$ cat src/rtl/sonic_rx_block_sync_66.sv
// 64b/66b receive block synchronizer: hunts for sync-header lock, slips the gearbox
// on bad headers, and monitors header errors while locked.
module sonic_rx_block_sync_66 #(
    parameter int unsigned LOCK_CNT   = 64,
    parameter int unsigned BAD_SH_MAX = 16,
    parameter int unsigned SLIP_WAIT  = 32
) (
    input  logic        clock,
    input  logic        reset_n,
    input  logic        enable,
    input  logic        data_valid,
    input  logic [65:0] data_in,
    output logic [65:0] data_out,
    output logic        wrreq,
    output logic        block_lock,
    output logic        slip,
    output logic [15:0] sh_err_cnt
);

    localparam int unsigned GOOD_W = $clog2(LOCK_CNT + 1);
    localparam int unsigned WIN_W  = $clog2(LOCK_CNT + 1);
    localparam int unsigned BAD_W  = $clog2(BAD_SH_MAX + 1);
    localparam int unsigned HOLD_W = $clog2(SLIP_WAIT + 1);

    localparam logic [1:0] ST_HUNT      = 2'd0;
    localparam logic [1:0] ST_SLIP_HOLD = 2'd1;
    localparam logic [1:0] ST_LOCKED    = 2'd2;

    logic [1:0]        r_state;
    logic [GOOD_W-1:0] r_good_cnt;
    logic [WIN_W-1:0]  r_win_cnt;
    logic [BAD_W-1:0]  r_bad_cnt;
    logic [HOLD_W-1:0] r_hold_cnt;
    logic [65:0]       r_data_out;
    logic              r_wrreq;
    logic              r_block_lock;
    logic              r_slip;
    logic [15:0]       r_sh_err_cnt;

    logic [1:0]        w_state_nxt;
    logic [GOOD_W-1:0] w_good_nxt;
    logic [WIN_W-1:0]  w_win_nxt;
    logic [BAD_W-1:0]  w_bad_nxt;
    logic [HOLD_W-1:0] w_hold_nxt;
    logic              w_slip_nxt;
    logic              w_wrreq_nxt;
    logic              w_err_inc;
    logic              w_sh_bad;
    logic [WIN_W-1:0]  w_win_sum;
    logic [BAD_W-1:0]  w_bad_sum;

    // A header is good only when its two bits differ (01 or 10)
    assign w_sh_bad  = ~(data_in[1] ^ data_in[0]);
    assign w_win_sum = r_win_cnt + WIN_W'(1);
    assign w_bad_sum = r_bad_cnt + BAD_W'(w_sh_bad);

    // Next-state, counter and output-request logic
    always_comb begin
        w_state_nxt = r_state;
        w_good_nxt  = r_good_cnt;
        w_win_nxt   = r_win_cnt;
        w_bad_nxt   = r_bad_cnt;
        w_hold_nxt  = r_hold_cnt;
        w_slip_nxt  = 1'b0;
        w_wrreq_nxt = 1'b0;
        w_err_inc   = 1'b0;

        if (!enable) begin
            w_state_nxt = ST_HUNT;
            w_good_nxt  = '0;
            w_win_nxt   = '0;
            w_bad_nxt   = '0;
            w_hold_nxt  = '0;
        end else if (data_valid) begin
            case (r_state)
                ST_HUNT: begin
                    if (w_sh_bad) begin
                        w_slip_nxt  = 1'b1;
                        w_good_nxt  = '0;
                        w_hold_nxt  = '0;
                        w_state_nxt = ST_SLIP_HOLD;
                    end else if (r_good_cnt == GOOD_W'(LOCK_CNT - 1)) begin
                        w_good_nxt  = '0;
                        w_win_nxt   = '0;
                        w_bad_nxt   = '0;
                        w_state_nxt = ST_LOCKED;
                    end else begin
                        w_good_nxt = r_good_cnt + GOOD_W'(1);
                    end
                end
                ST_SLIP_HOLD: begin
                    if (r_hold_cnt == HOLD_W'(SLIP_WAIT - 1)) begin
                        w_hold_nxt  = '0;
                        w_good_nxt  = '0;
                        w_state_nxt = ST_HUNT;
                    end else begin
                        w_hold_nxt = r_hold_cnt + HOLD_W'(1);
                    end
                end
                ST_LOCKED: begin
                    w_err_inc = w_sh_bad;
                    // The current word's header is folded in before the threshold test
                    if (w_bad_sum == BAD_W'(BAD_SH_MAX)) begin
                        w_slip_nxt  = 1'b1;
                        w_win_nxt   = '0;
                        w_bad_nxt   = '0;
                        w_hold_nxt  = '0;
                        w_state_nxt = ST_SLIP_HOLD;
                    end else if (w_win_sum == WIN_W'(LOCK_CNT)) begin
                        w_wrreq_nxt = 1'b1;
                        w_win_nxt   = '0;
                        w_bad_nxt   = '0;
                    end else begin
                        w_wrreq_nxt = 1'b1;
                        w_win_nxt   = w_win_sum;
                        w_bad_nxt   = w_bad_sum;
                    end
                end
                default: begin
                    w_state_nxt = ST_HUNT;
                    w_good_nxt  = '0;
                    w_win_nxt   = '0;
                    w_bad_nxt   = '0;
                    w_hold_nxt  = '0;
                end
            endcase
        end
    end

    // State, counters and registered outputs
    always_ff @(posedge clock or negedge reset_n) begin
        if (!reset_n) begin
            r_state      <= ST_HUNT;
            r_good_cnt   <= '0;
            r_win_cnt    <= '0;
            r_bad_cnt    <= '0;
            r_hold_cnt   <= '0;
            r_data_out   <= '0;
            r_wrreq      <= 1'b0;
            r_block_lock <= 1'b0;
            r_slip       <= 1'b0;
            r_sh_err_cnt <= '0;
        end else begin
            r_state      <= w_state_nxt;
            r_good_cnt   <= w_good_nxt;
            r_win_cnt    <= w_win_nxt;
            r_bad_cnt    <= w_bad_nxt;
            r_hold_cnt   <= w_hold_nxt;
            r_wrreq      <= w_wrreq_nxt;
            r_block_lock <= (w_state_nxt == ST_LOCKED);
            r_slip       <= w_slip_nxt;
            if (data_valid) begin
                r_data_out <= data_in;
            end
            if (w_err_inc && (r_sh_err_cnt != 16'hFFFF)) begin
                r_sh_err_cnt <= r_sh_err_cnt + 16'd1;
            end
        end
    end

    assign data_out   = r_data_out;
    assign wrreq      = r_wrreq;
    assign block_lock = r_block_lock;
    assign slip       = r_slip;
    assign sh_err_cnt = r_sh_err_cnt;

endmodule

$ cat config.mk
export PLATFORM = sky130hd
export DESIGN_NAME = sonic_rx_block_sync_66
export DESIGN_NICKNAME = d
export VERILOG_FILES = /design/src/rtl/sonic_rx_block_sync_66.sv
export SDC_FILE = /design/constraint.sdc
export NUM_CORES = 1
export LEC_CHECK = 0
export CORE_MARGIN = 10
export CORE_UTILIZATION = 42
export CTS_BUF_LIST = sky130_fd_sc_hd__clkbuf_4 sky130_fd_sc_hd__clkbuf_8 sky130_fd_sc_hd__clkbuf_16
export DETAILED_ROUTE_END_ITERATION = 12
export PLACE_DENSITY = 0.86
export SETUP_SLACK_MARGIN = 0.02
export SLEW_MARGIN = 40
export SYNTH_ARGS = -nofsm -noshare
export SYNTH_HDL_FRONTEND = slang
export SYNTH_SLANG_ARGS = --single-unit
$ cat constraint.sdc
create_clock -name clock -period 2.05 [get_ports clock]
set_input_delay 0.205 -clock clock [delete_from_list [all_inputs] [get_ports clock]]
set_output_delay 0.205 -clock clock [all_outputs]
set_load 0.01 [all_outputs]
Yosys cells after proc, flatten, opt, wreduce, memory -nomap -nowiden. Cells that the tools add are included.

Input port bits: 70. Output and inout bits: 85. Word-level logic and storage cells: 83. Register bits after elaboration: 112.

Add/sub/neg operators: 5. Muxes and demuxes: 45. Reduce and logical (&&, ||, !) cells: 5. Bitwise logic cells: 2. Equality and inequality tests: 16.

Operator list (count): $mux 7 (11); $pmux 7 s3 (2); $mux 5 (6); $mux 6 (5); $pmux 6 s3 (1); $add 16x1->16 const B (1); $ne 16x16->1 const B (1); $ne 3x3->1 const B (5); $pmux 5 s3 (1); $add 7x1->7 const B (2); $mux 2 (6); $mux 1 (11); $eq 7x6->1 const B (1); $eq 7x7->1 const B (1); $add 6x1->6 const B (1); $eq 6x5->1 const B (1); $pmux 2 s3 (1); $reduce_and 3->1 (2); $add 5x1->5 (1); $eq 5x5->1 const B (1); $eq 2x2->1 const B (2); $ne 2x2->1 const B (2); $reduce_and 4->1 (1); $eq 2x1->1 const B (1); 6 further kinds (6).

Depth between registers and ports, before layout.
Depth in word-level cells: 9. Gate-level depth with buffers: 10. Gate-level depth less buffers: 9.

Least setup slack after synthesis. Ideal clock, no wire load.

Path kind: input-to-reg. From: input data_in[0]. To: register r_win_cnt[1]. Slack: -0.107 ns. Arrival: 2.036 ns. Required time: 1.929 ns. Stages: 8. Setup time: 0.121 ns. Path buffers: 1. Cell sequence: xor2_2 -> inv_2 -> ha_1 -> ha_1 -> nor4_2 -> a21oi_1 -> clkbuf_1 -> a22o_1.

Longest elaborated chain between the ends: 8. Elaborated cells on any way between the ends: 10. Classes of those cells: 1 x add/sub; 2 x eq/ne; 4 x mux; 2 x bitwise; 1 x reduce/logical.

RTL lines: start, declared (line 12) `input logic [65:0] data_in,`; $xor 1x1->1 * (line 53) `assign w_sh_bad = ~(data_in[1] ^ data_in[0]);`; $not 1->1 (line 53); $add 5x1->5 (line 55) `assign w_bad_sum = r_bad_cnt + BAD_W'(w_sh_bad);`; $eq 5x5->1 (line 103) `if (w_bad_sum == BAD_W'(BAD_SH_MAX)) begin`; $mux 7 (line 103); $pmux 7 s3 (line 75) `case (r_state)`; $mux 7 (line 74) `end else if (data_valid) begin`; $mux 7 (line 68) `if (!enable) begin`; end signal, assigned (line 146) `r_win_cnt <= w_win_nxt;`; end, declared (line 31) `logic [WIN_W-1:0] r_win_cnt;`.

Every way passes the cells marked *; elsewhere a longest branch is shown, timed or not. The select of a mux whose other input is x is not followed. A chain may end at the register's enable or synchronous reset.

Worst setup path after layout.
From: register r_bad_cnt[0]. To: register r_hold_cnt[3].

Longest elaborated chain between the ends: 4.

RTL lines: start, declared (line 32) `logic [BAD_W-1:0] r_bad_cnt;`; start signal, assigned (line 147) `r_bad_cnt <= w_bad_nxt;`; $add 5x1->5 (line 55); $eq 5x5->1 (line 103); $ne 3x3->1 (no line); $reduce_and 3->1 (no line); end signal, assigned (line 148) `r_hold_cnt <= w_hold_nxt;`; end, declared (line 33) `logic [HOLD_W-1:0] r_hold_cnt;`.

Every way passes these cells.

==> run_results.csv <==
group,metric,value,unit
route,drt-total-wl,13800,um
die,core,0.0115,mm2
route,drc,0,
logic_synthesis,synth_xor_area_share,3.35,%
logic_synthesis,ys_seq_area_share,56.9,%
timing,grt_setup_unrepaired,"true",
timing,fin_crit,2.00,ns
run,max_cap_viol_count,0,
layout,final_cells,733,
critical_path,r2r_start,"r_bad_cnt[0]",
die,die_x,128,um
die,die-area,0.0165,mm2
logic_synthesis,synth_fp_nets,479,
placement,portBuffers,154,
route,antenna_left,0,
power,p_per_area,717,mW/mm2
critical_path,crit_type,"reg -> reg",
clock_network,clk_pin_slew,0.08,ns
route,via_count,3882,
critical_path,cp_max_fo,4,
critical_path,critPathSlowestCell,"dfrtp_1",
logic_synthesis,synth_edf_count,0,
placement,dp.cells,707,
logic_synthesis,yosysTopAreaCellShare,56.9,%
critical_path,max_stage_delay,0.41,ns
clock_network,cts_sinks,112,
logic_synthesis,synth_mux_area_share,15.9,%
die,ios,155,
clock_network,cts-root-buf,"clkbuf_16",
logic_synthesis,synth_compound_area_share,7.57,%
clock_network,clk_latency,0.36,ns
power,pwr-share-seq,46.7,%
grt,antenna_found_initial,0,
critical_path,startpoint,"r_bad_cnt[0]",
logic_synthesis,synth_cell_types,48,
power,power_switching_share,23.7,%
layout,final_cell_mix,"150 x clkdlybuf4s50_1, 112 x dfrtp_1, 67 x mux2_2",
route,first_pass_iters,4,
critical_path,worstSetupEndpoint,"r_hold_cnt[3]",
timing,whs,0.299,ns
clock_network,cts_made_buffers,9,
logic_synthesis,avgSynthCellArea,12.2,um2
layout,syn2layout_area_growth,47.4,%
layout,layout_commonest_cell,"clkdlybuf4s50_1",
power,p_clk_share,37.2,%
grt,grt_pass1_wl,22200,um
logic_synthesis,synth_top_area_cell,"dfrtp_1",
critical_path,r2r_setup_slack,0.05,ns
hold_path,hold_path_class,"in -> reg",
logic_synthesis,synth_ff_type,"dfrtp_1",
grt,grt_max_degree,43,
critical_path,crit_chain,"ha_4 > ha_4 > nor2b_2 > nor4_4 > buf_4 > a211oi_4 > buf_4 > o31ai_1 > o21ai_1",
clock_network,ctsLongestPathBuffers,2,
critical_path,crit_required,2.28,ns
power,p_sw,1230,uW
timing,slew_violations,0,
logic_synthesis,synth_simple_gate_area_share,12.8,%
critical_path,critPathTopFamily,"flip-flops",
route,drt_iter0_markers,181,
placement,pre_cts_ws,-0.670,ns
critical_path,worst-path-buf-inv,2,
timing,max_freq,501,MHz
route,vias_per_cell,5.30,
power,leakage,0.00307,uW
clock_network,htree_levels,3,
timing,max_slew.worst_pin.slew,0.502,ns
timing,setup_viol,0,
logic_synthesis,yosys-top-cells-area,"dfrtp_1 57%, mux2_2 15%, xnor2_1 2.1%",
logic_synthesis,ys_async_sr_fraction,100,%
timing,skew,0.0102,ns
critical_path,ff2ff_path_depth,9,
timing,finalCritPeriodShare,97.4,%
power,combinationalPowerShare,16.2,%
timing,slew_headroom,66.5,%
critical_path,critical_path_depth,9,
die,rows,39,
logic_synthesis,yosysWarnings,0,
grt,grt_usage,16.8,%
grt,gr-total-overflow,0,
logic_synthesis,synth_area,0.00492,mm2
logic_synthesis,ys_ff_latch,112,
clock_network,tritoncts,"built",
grt,grt_pass1_vias,4280,
die,initial_core_util,42.9,%
route,routedWlPerCell,18.8,um
critical_path,cp.arrival,2.23,ns
placement,dp_hpwl,9970,um
timing,hold_violations,0,
layout,drive_gt1_share,23.4,%
timing,postLayoutSetupSlackWorst,0.0532,ns
logic_synthesis,synth_fa_ha_area_share,1.52,%
layout,fin_util,63.3,%
critical_path,end_kind,"register",
placement,gp_congestion,0.858,
logic_synthesis,synth_cells,403,
power,peakVddDrop,0.000593,V
layout,nNetsFinal,661,
logic_synthesis,synth_top_family_by_area,"multiplexers",
layout,diodes,0,
power,p_int,3970,uW
power,total_power,5200,uW
die,die_y,128,um
status,status,"completed",
critical_path,rr_endpoint,"r_hold_cnt[3]",
critical_path,start_kind,"register",
==> power by group through the flow <==
stage          registers (uW)  clock network (uW)  logic, uW
2_1_floorplan            2520                   0        228
3_5_place_dp             2470                   0        831
5_1_grt                  2450                2050        911
6_report                 2430                1930        841
3_3_place_gp             2460                   0        808
4_1_cts                  2430                1980        847
==> metrics by stage <==
stage	TNS (ns)	instance area (um2)
2_1_floorplan	0	4950
3_3_place_gp	-9.43	6800
3_5_place_dp	-12.96	6800
4_1_cts	0	7210
5_1_grt	0	7260
6_report	0	7260
==> cell families (layout without fill, tap and decap cells) <==
group,Yosys count,count (layout)
AOI/OAI and AO/OA,59,59
and+or+nand+nor,115,115
DFF,112,112
adders and majority gates,6,6
muxes,70,70
buffers and inverters,23,210
xor gates and xnor gates,18,18
==> how the worst min path moves through the flow <==
stage               start      endpoint  slack, ns  cells after the start
6_report       data_in[1]   data_out[1]       0.30                      2
5_1_grt        data_in[1]   data_out[1]       0.30                      2
4_1_cts        data_in[0]   data_out[0]       0.28                      2
3_5_place_dp      reset_n  data_out[61]       0.21                      1
3_3_place_gp      reset_n  data_out[61]       0.21                      1
2_1_floorplan     reset_n    block_lock      -0.09                      0
==> layout make-up <==
| cell class | count | area, um2 |
|---|---|---|
| fillers | 860 | 4210 |
| flip-flops and latches | 112 | 2800 |
| multi-input cells | 268 | 2110 |
| repair buffers | 188 | 1810 |
| clock buffers | 10 | 239 |
| well taps | 143 | 179 |
| clock inverters | 6 | 87.6 |
| inverters | 6 | 22.5 |
==> what timing repair did <==
action                     CTS  global route
setup buffers                7             2
hold endpoints to repair    34             0
gates resized for setup      6             7
setup endpoints to repair   20             7
pin swaps                    5             3
hold buffers                 1             0
==> registers in the layout (all words and copies together) (netlist names) <==
name and flops:
block_lock 1, data_out 66, r_bad_cnt 5, r_good_cnt 7
r_hold_cnt 6, r_state 2, r_win_cnt 7, sh_err_cnt 16
slip 1, wrreq 1
==> synthesized netlist by cell type (7+ instances only) <==
library cell,instances
a21oi_1,10
clkbuf_1,12
dfrtp_1,112
mux2_2,67
nand2_1,24
nand2b_1,7
nand3_1,18
nand4_1,10
nor2_1,20
o21ai_0,18
o31ai_1,8
xnor2_1,12
==> per-layer routing <==
| layer | vias up | GRT usage [%] | part of all wire, % | wire, um |
|---|---|---|---|---|
| met3 | 19 | 9.31 | 11 | 1550 |
| met1 | 1910 | 17.7 | 36 | 4970 |
| met5 | - | 0 | 0 | 0 |
| met2 | 146 | 28.3 | 51 | 7060 |
| met4 | 0 | 4.97 | 1.5 | 208 |
| li1 | 1807 | - | - | - |
(Power assumes the default switching activity.)
==> variant (same settings) <==
The parameter `SLIP_WAIT` goes from 32 to 64.
--- a/src/rtl/sonic_rx_block_sync_66.sv
+++ b/src/rtl/sonic_rx_block_sync_66.sv
@@ -4,5 +4,5 @@
     parameter int unsigned LOCK_CNT   = 64,
     parameter int unsigned BAD_SH_MAX = 16,
-    parameter int unsigned SLIP_WAIT  = 32
+    parameter int unsigned SLIP_WAIT  = 64
 ) (
     input  logic        clock,
Behaviour: no difference found for any inputs over 10 cycles, from zero or initial values and one cycle with reset_n low; that may be too few to reach the edited logic, so the function may still have changed.
==> variant against the unedited design <==
  * Total power increased by 23%
  * Via count grew 3.4%
  * Critical path type unchanged
  * Routed wire length grew 5.4%
  * The run now ends with negative setup slack left
  * Worst setup slack got worse by 72 ps
  * Synthesized area rose by 0.71%
  * Largest cell class unchanged
  * Non-clock buffer count down 3
  * Sequential cell count is 1 higher
  * Final area up 4.8%
==> variant: results (changes against the unedited design) <==
[outcome] outcome finished with violations
[outcome] violations in the final reports negative setup slack
[global_routing] via count of the first global-routing pass 4,288 [+0.19%]
[critical_path] Reg-to-Reg End block_lock$_DFF_PN0_
[timing] Setup Skew 5.17 ps [-5.00 ps]
[die] DIE WIDTH 129 µm [+0.30%]
[timing] setup TNS -18.6 ps [-18.6 ps]
[synthesis] Post-Synthesis Cells 399 [-0.99%]
[synthesis] number of library cell types mapped by synthesis 54 [+13%]
[pwr] Leakage Power 3.23 nW [+5.3%]
[global_routing] GRT Util Overall 17.2% [+0.38 points]
[pwr] total power 6.39 mW [+23%]
[clocking] quantity of gates resized following cts 8 [+2]
[clocking] count of buffers added by post-CTS timing repair for setup 0 [-7]
[global_routing] wire length of the first global-routing pass 22,900 µm [+3.2%]
[synthesis] sequential element share of the synthesized area 57.0% [+0.10 points]
[synthesis] list of most frequent post-synthesis cells sky130_fd_sc_hd__dfrtp_1, sky130_fd_sc_hd__mux2_2, sky130_fd_sc_hd__nand2_1, sky130_fd_sc_hd__nor2_1, sky130_fd_sc_hd__o21ai_0
[pwr] power in combinational cells 0.874 mW [+3.9%]
[timing] worst setup margin -18.6 ps [-71.8 ps]
[placement] Setup Slack @ Placement -705 ps [-34.4 ps]
[critical_path] WP data arrival 2350 ps [+120 ps]
[synthesis] Synthesized Nets 475 [-0.84%]
[timing] slew at the pin closest to its max-slew limit 573 ps [+71.2 ps]
[finish] number of fill cells 802 [-6.7%]
[placement] weighted congestion at the end of routability-driven global placement 0.849 [-1.0%]
[drt] wire length per cell after detailed routing 19.5 µm [+3.6%]
[synthesis] complex-gate fraction of the synthesized area 8.66% [+1.1 points]
[synthesis] multiplexer area fraction after synthesis 16.2% [+0.24 points]
[min_path] count of cells along the worst hold path 3 [+1]
[timing] number of endpoints failing setup at the final stage 1 [+1]
[drt] via count 4,015 [+3.4%]
[pwr] cell-internal power 4.97 mW [+25%]
[synthesis] post-synthesis share of cell area spent on xor and xnor gates 3.00% [-0.35 points]
[finish] number of nets in the final layout 667 [+0.91%]
==> variant: cell count changes in the layout (fill, tap and decap cells not counted), sizes merged, moves of 4 or more <==
| cell | before | now |
|---|---|---|
| nor3 | 3 | 9 |
| nand3 | 18 | 13 |
| inv | 8 | 13 |
| nand2 | 24 | 31 |
| o31ai | 8 | 2 |
| nand2b | 7 | 3 |
| clkbuf | 10 | 20 |
| nor4 | 4 | 0 |
==> variant: worst max-delay path by stage <==
stage	to	cells after the start	slack (ps)	startpoint
finish	block_lock$_DFF_PN0_	8	-20	r_bad_cnt[0]$_DFFE_PN0P_
global route	block_lock$_DFF_PN0_	8	-90	r_bad_cnt[0]$_DFFE_PN0P_
CTS	block_lock$_DFF_PN0_	8	-2	r_bad_cnt[0]$_DFFE_PN0P_
detailed placement	r_win_cnt[6]$_DFFE_PN0P_	11	-700	data_in[0]
global placement	r_win_cnt[6]$_DFFE_PN0P_	11	-570	data_in[0]
floorplan	r_bad_cnt[2]$_DFFE_PN0P_	9	6	data_in[0]
==> variant: final cells by class <==
| class | count | area, µm² | area share (%) |
|---|---|---|---|
| Sequential cell | 113 | 2830 | 37.2 |
| Multi-Input combinational cell | 261 | 2140 | 28.2 |
| Timing Repair Buffer | 185 | 1790 | 23.5 |
| Clock buffer | 20 | 454 | 5.97 |
| Tap cell | 143 | 179 | 2.35 |
| Clock inverter | 11 | 163 | 2.14 |
| Inverter | 13 | 48.8 | 0.642 |
==> variant: per-layer routing <==
metal  global-route usage [%]  part of all wire (%)
met2                     30.8                    55
met4                     7.73                   2.2
met3                     5.22                   7.0
met5                        0                     0
met1                     18.3                    35
==> variant: critical path, delay by kind of cell (launching register included) <==
kind	cells	cell delay [ps]
compound gates	2	360
fa+ha+maj	2	430
buf+inv	1	150
flops	1	410
mux	1	230
simple gates	2	350
